**config.mk**
```make
export PLATFORM = sky130hd
export DESIGN_NAME = banco_registradores_param
export DESIGN_NICKNAME = d
export VERILOG_FILES = /design/src/rtl/banco_registradores_param.sv
export SDC_FILE = /design/constraint.sdc
export NUM_CORES = 2
export LEC_CHECK = 0
export ABC_CLOCK_PERIOD_IN_PS = 2300
export CAP_MARGIN = 5
export CORE_ASPECT_RATIO = 2
export CORE_MARGIN = 3
export CORE_UTILIZATION = 40
export DETAILED_ROUTE_END_ITERATION = 8
export PLACE_DENSITY = 0.51
export SLEW_MARGIN = 20
export SYNTH_ARGS = -nofsm -noshare
export SYNTH_HDL_FRONTEND = slang
export SYNTH_SLANG_ARGS = --single-unit
```
**constraint.sdc**
```tcl
create_clock -name clk -period 2.3 [get_ports clk]
set_input_delay 0.345 -clock clk [delete_from_list [all_inputs] [get_ports clk]]
set_output_delay 0.345 -clock clk [all_outputs]
set_load 0.01 [all_outputs]
```
**src/rtl/banco_registradores_param.sv**
```systemverilog
// Two-read/one-write register bank with a per-register LOAD-pending scoreboard.
// Latency: doutA/doutB/validA/validB one cycle after address; any_pend is combinational from state.
// Backpressure: none; the controller stalls reads itself using validA/validB/any_pend.
module banco_registradores_param #(
  parameter int DATA_W   = 64,
  parameter int ADDR_W   = 5,
  parameter bit ZERO_REG = 1'b1,
  parameter bit BYPASS   = 1'b1
) (
  input  logic              clk,
  input  logic              rst_n,
  input  logic              we,
  input  logic [ADDR_W-1:0] Rw,
  input  logic [DATA_W-1:0] din,
  input  logic [ADDR_W-1:0] Ra,
  input  logic [ADDR_W-1:0] Rb,
  output logic [DATA_W-1:0] doutA,
  output logic [DATA_W-1:0] doutB,
  output logic              validA,
  output logic              validB,
  input  logic              set_pend,
  input  logic [ADDR_W-1:0] Rp,
  output logic              any_pend
);

  localparam int DEPTH = 1 << ADDR_W;

  logic [DATA_W-1:0] regs [DEPTH];
  logic [DEPTH-1:0]  pend;
  logic [DEPTH-1:0]  pend_set;
  logic [DEPTH-1:0]  pend_nxt;
  logic              wr_ok;
  logic              set_ok;
  logic [DATA_W-1:0] rd_a;
  logic [DATA_W-1:0] rd_b;
  logic              va_nxt;
  logic              vb_nxt;

  assign wr_ok    = we && !(ZERO_REG && (Rw == '0));
  assign set_ok   = set_pend && !(ZERO_REG && (Rp == '0));
  assign any_pend = |pend;

  // Set is applied after the clear so a reissued LOAD to the same register wins.
  always_comb begin
    pend_set = pend;
    pend_nxt = pend;
    if (set_ok) begin
      pend_set[Rp] = 1'b1;
    end
    if (we) begin
      pend_nxt[Rw] = 1'b0;
    end
    if (set_ok) begin
      pend_nxt[Rp] = 1'b1;
    end
  end

  always_comb begin
    rd_a = regs[Ra];
    rd_b = regs[Rb];
    if (ZERO_REG && (Ra == '0)) begin
      rd_a = '0;
    end else if (BYPASS && we && (Ra == Rw)) begin
      rd_a = din;
    end
    if (ZERO_REG && (Rb == '0)) begin
      rd_b = '0;
    end else if (BYPASS && we && (Rb == Rw)) begin
      rd_b = din;
    end
  end

  // Without forwarding, a same-cycle write has not yet cleared the mark for the reader.
  always_comb begin
    va_nxt = BYPASS ? !pend_nxt[Ra] : !pend_set[Ra];
    vb_nxt = BYPASS ? !pend_nxt[Rb] : !pend_set[Rb];
  end

  always_ff @(posedge clk or negedge rst_n) begin
    if (!rst_n) begin
      for (int i = 0; i < DEPTH; i++) begin
        regs[i] <= '0;
      end
      pend   <= '0;
      doutA  <= '0;
      doutB  <= '0;
      validA <= 1'b1;
      validB <= 1'b1;
    end else begin
      if (wr_ok) begin
        regs[Rw] <= din;
      end
      pend   <= pend_nxt;
      doutA  <= rd_a;
      doutB  <= rd_b;
      validA <= va_nxt;
      validB <= vb_nxt;
    end
  end

endmodule

```
==> results.json <==
{
  "first_pass_iters": 6,
  "drt_wl_total_um": 410000,
  "grt_pass1_vias": 82200,
  "h-tree-depth": 4,
  "cp_max_fo": 2,
  "die-area_um2": 294000,
  "die_w_um": 385,
  "grt_usage_pct": 28.0,
  "max_slew.worst_pin.slew_ps": 825,
  "die_h_um": 764,
  "yosysSeqAreaShare_pct": 48.2,
  "syn_nets": 8189,
  "crit_type": "register to primary output",
  "ys_seq_elements": 2210,
  "area_growth_pct": 19.2,
  "row_count": 277,
  "worst_slack_ps": -474,
  "finalSetupViolCount": 1,
  "dpl_cell_area_um2": 130000,
  "antenna_found_initial": 16,
  "netlist_area_um2": 115000,
  "worst_setup_path_end_kind": "primary output",
  "clkLatencyLatePin_ps": 920,
  "rsz0062_at_grt": "yes",
  "synth.distinct_cells": 53,
  "final_util_pct": 48.0,
  "hpwl_um": 267000,
  "min_path_type": "input port to register",
  "core_um2": 285000,
  "wl_per_cell_um": 32.8,
  "skew_ps": 31.0,
  "slew_headroom_pct": 45.0,
  "stdcell_count": 12500,
  "worstPathArrival_ps": 2430,
  "place.gp.congestion": 0.925,
  "grt_max_degree": 125,
  "clk_pin_slew_worst_paths_ps": 70,
  "period_minus_slack_ps": 2770,
  "period_share_pct": 121,
  "hold_viol_final": 0,
  "final_layout_size_suffix_gt1_share_pct": 46.7,
  "io_buffers": 218,
  "via_per_inst": 6.06,
  "pre_cts_ws_ps": -552,
  "final_net_count": 8659,
  "cts_buffer_depth": 4,
  "syn-instance-count": 8101,
  "p_leak_nw": 60.8,
  "dpl.cell_count": 12100,
  "critPathRequiredTime_ps": 1960,
  "ys_async_sr_fraction_pct": 100,
  "ant_nets": 0,
  "design_area_um2": 137000,
  "ctsRootBufferMaster": "clkbuf_16",
  "grt_pass1_wl_um": 597000,
  "clkSinkCount": 2210,
  "critPathLaunchType": "register",
  "violations": "setup timing",
  "powerDensity_nw_per_um2": 835,
  "fill_cells": 24700,
  "pin_count": 219,
  "drt_iter0_drc": 5957,
  "cts_buffers": 213,
  "route.detailed.drc": 0,
  "hold_slack_ps": 101,
  "synth_edf_count": 0,
  "max-vdd-ir-drop_mv": 0.625,
  "ys_dominant_reg_cell": "dfrtp_1",
  "outcome": "finished, violations left",
  "vias": 75800,
  "initial_utilization_pct": 40.3,
  "syn_avg_cell_area_um2": 14.2,
  "max_cap_viol_count": 0,
  "cts_tree": "done",
  "yosysWarnings": 0,
  "fmax_mhz": 360,
  "slew_viol_final": 0,
  "grt-ovfl-total": 0
}
==> flip-flops by register name, indices dropped and copies added (netlist names) <==
name	flops
validB	1
doutA	64
regs	2048
validA	1
pend	32
doutB	64
==> path summary, 6_finish.rpt <==
kind	from	endpoint	slack, ps	cells after the start
max	pend[10]	any_pend	-470	4
min	din[25]	doutA[25]	100	3
max reg2reg	regs[312]	doutB[56]	170	5
min in group asynchronous	rst_n	regs[1990]	210	3
max in group asynchronous	rst_n	regs[1089]	1090	4
min reg2reg	regs[2042]	regs[2042]	390	0
==> area by class of cell <==
| class | count | area, µm² | area share [%] |
|---|---|---|---|
| Multi-Input combinational cell | 4974 | 55900 | 40.9 |
| Sequential cell | 2210 | 55300 | 40.4 |
| Timing Repair Buffer | 1149 | 13700 | 9.99 |
| Clock buffer | 305 | 6130 | 4.48 |
| Tap cell | 3766 | 4710 | 3.44 |
| Clock inverter | 75 | 938 | 0.686 |
| Inverter | 23 | 103 | 0.0750 |
| Antenna cell | 2 | 5.00 | 0.00366 |
==> power by group <==
part | leakage (nW) | switching [mW] | internal, mW | total, mW
logic | 28.9 | 9.78 | 15.4 | 25.2
registers | 28.4 | 5.51 | 46.4 | 51.9
clock network | 3.50 | 16.3 | 20.8 | 37.2
total | 60.8 | 31.6 | 82.6 | 114
==> cell usage after synthesis (9+ instances only) <==
library cell / count / area (µm²)
dfrtp_1: 2208 / 55300
mux2_2: 1513 / 17000
nand2_1: 1499 / 5630
mux4_2: 1238 / 27900
clkbuf_1: 579 / 2170
buf_2: 230 / 1150
a211oi_1: 165 / 1240
mux2i_1: 161 / 1610
nor2_1: 152 / 571
buf_1: 55 / 206
and2_1: 45 / 282
a21oi_1: 37 / 185
buf_4: 26 / 195
a22oi_1: 24 / 180
inv_1: 20 / 75.1
nand3_1: 19 / 95.1
a311oi_1: 10 / 87.6
nor3_1: 10 / 50.1
nor4_1: 10 / 62.6
o21ai_0: 9 / 45.0
==> cells by family (layout without fill, tap and decap cells) <==
group | after synthesis | in the layout | share of synthesized area, %
other cells | 0 | 2 | 0
mux | 2912 | 2912 | 40.5
flops | 2210 | 2210 | 48.2
buf+inv | 917 | 1552 | 3.36
xor+xnor | 10 | 10 | 0.0763
compound gates | 276 | 276 | 1.72
simple gates | 1776 | 1776 | 6.10
==> metal layers <==
metal | up-vias | track usage [%] | share of wire, %
met5 | - | 0 | 0.012
met1 | 41300 | 35.1 | 39
met3 | 878 | 3.97 | 5.3
li1 | 30900 | - | -
met2 | 2743 | 48.3 | 51
met4 | 8 | 12.1 | 5.1
==> through the flow <==
stage	TNS, ps	power [mW]
finish	-474	114
global route	-489	119
CTS	-437	115
detailed placement	-440930	77.8
global placement	-421350	76.7
floorplan	-231	67.5
==> worst max-delay path, cell delays in order, from the launching register on <==
cell,delay (ps)
dfrtp_1,400
nor4_2,310
nand4_1,290
or2_4,370
buf_6,140
==> repair_timing <==
item / in CTS / in global routing
hold buffers: 2 / 0
buffers inserted: 2 / 0
pin swaps: 4 / 1
endpoints found under the hold margin: 1464 / 0
setup endpoints to repair: 8 / 1
resized for setup: 21 / 0
cloned: 0 / 0
==> cell usage in the layout, fill, tap and decap left out, types with 5 or more instances in the layout <==
cell / synthesis / routed
and2_1: 45 / 40
clkbuf_1: 579 / 50
inv_1: 20 / 20
mux4_2: 1238 / 1238
dfrtp_1: 2208 / 2204
nor4_1: 10 / 6
clkdlybuf4s50_1: 0 / 199
xor2_1: 8 / 8
nor2b_1: 6 / 6
buf_12: 0 / 356
clkinv_2: 0 / 46
and2_4: 0 / 5
buf_8: 0 / 6
nand3_1: 19 / 17
mux2i_1: 161 / 161
a31oi_1: 7 / 7
a22oi_1: 24 / 24
nand2_4: 0 / 21
a311oi_1: 10 / 10
mux2_2: 1513 / 1513
nor2_1: 152 / 140
nor2_4: 0 / 13
clkbuf_8: 0 / 39
clkbuf_16: 0 / 216
nor3_1: 10 / 10
a211oi_1: 165 / 165
a22o_1: 8 / 8
nand4_1: 6 / 6
o21ai_0: 9 / 9
dlygate4sd2_1: 0 / 7
buf_4: 26 / 574
nand2_1: 1499 / 1477
a21oi_1: 37 / 37
bufinv_16: 0 / 21
Power figures use the tool's default switching activity.
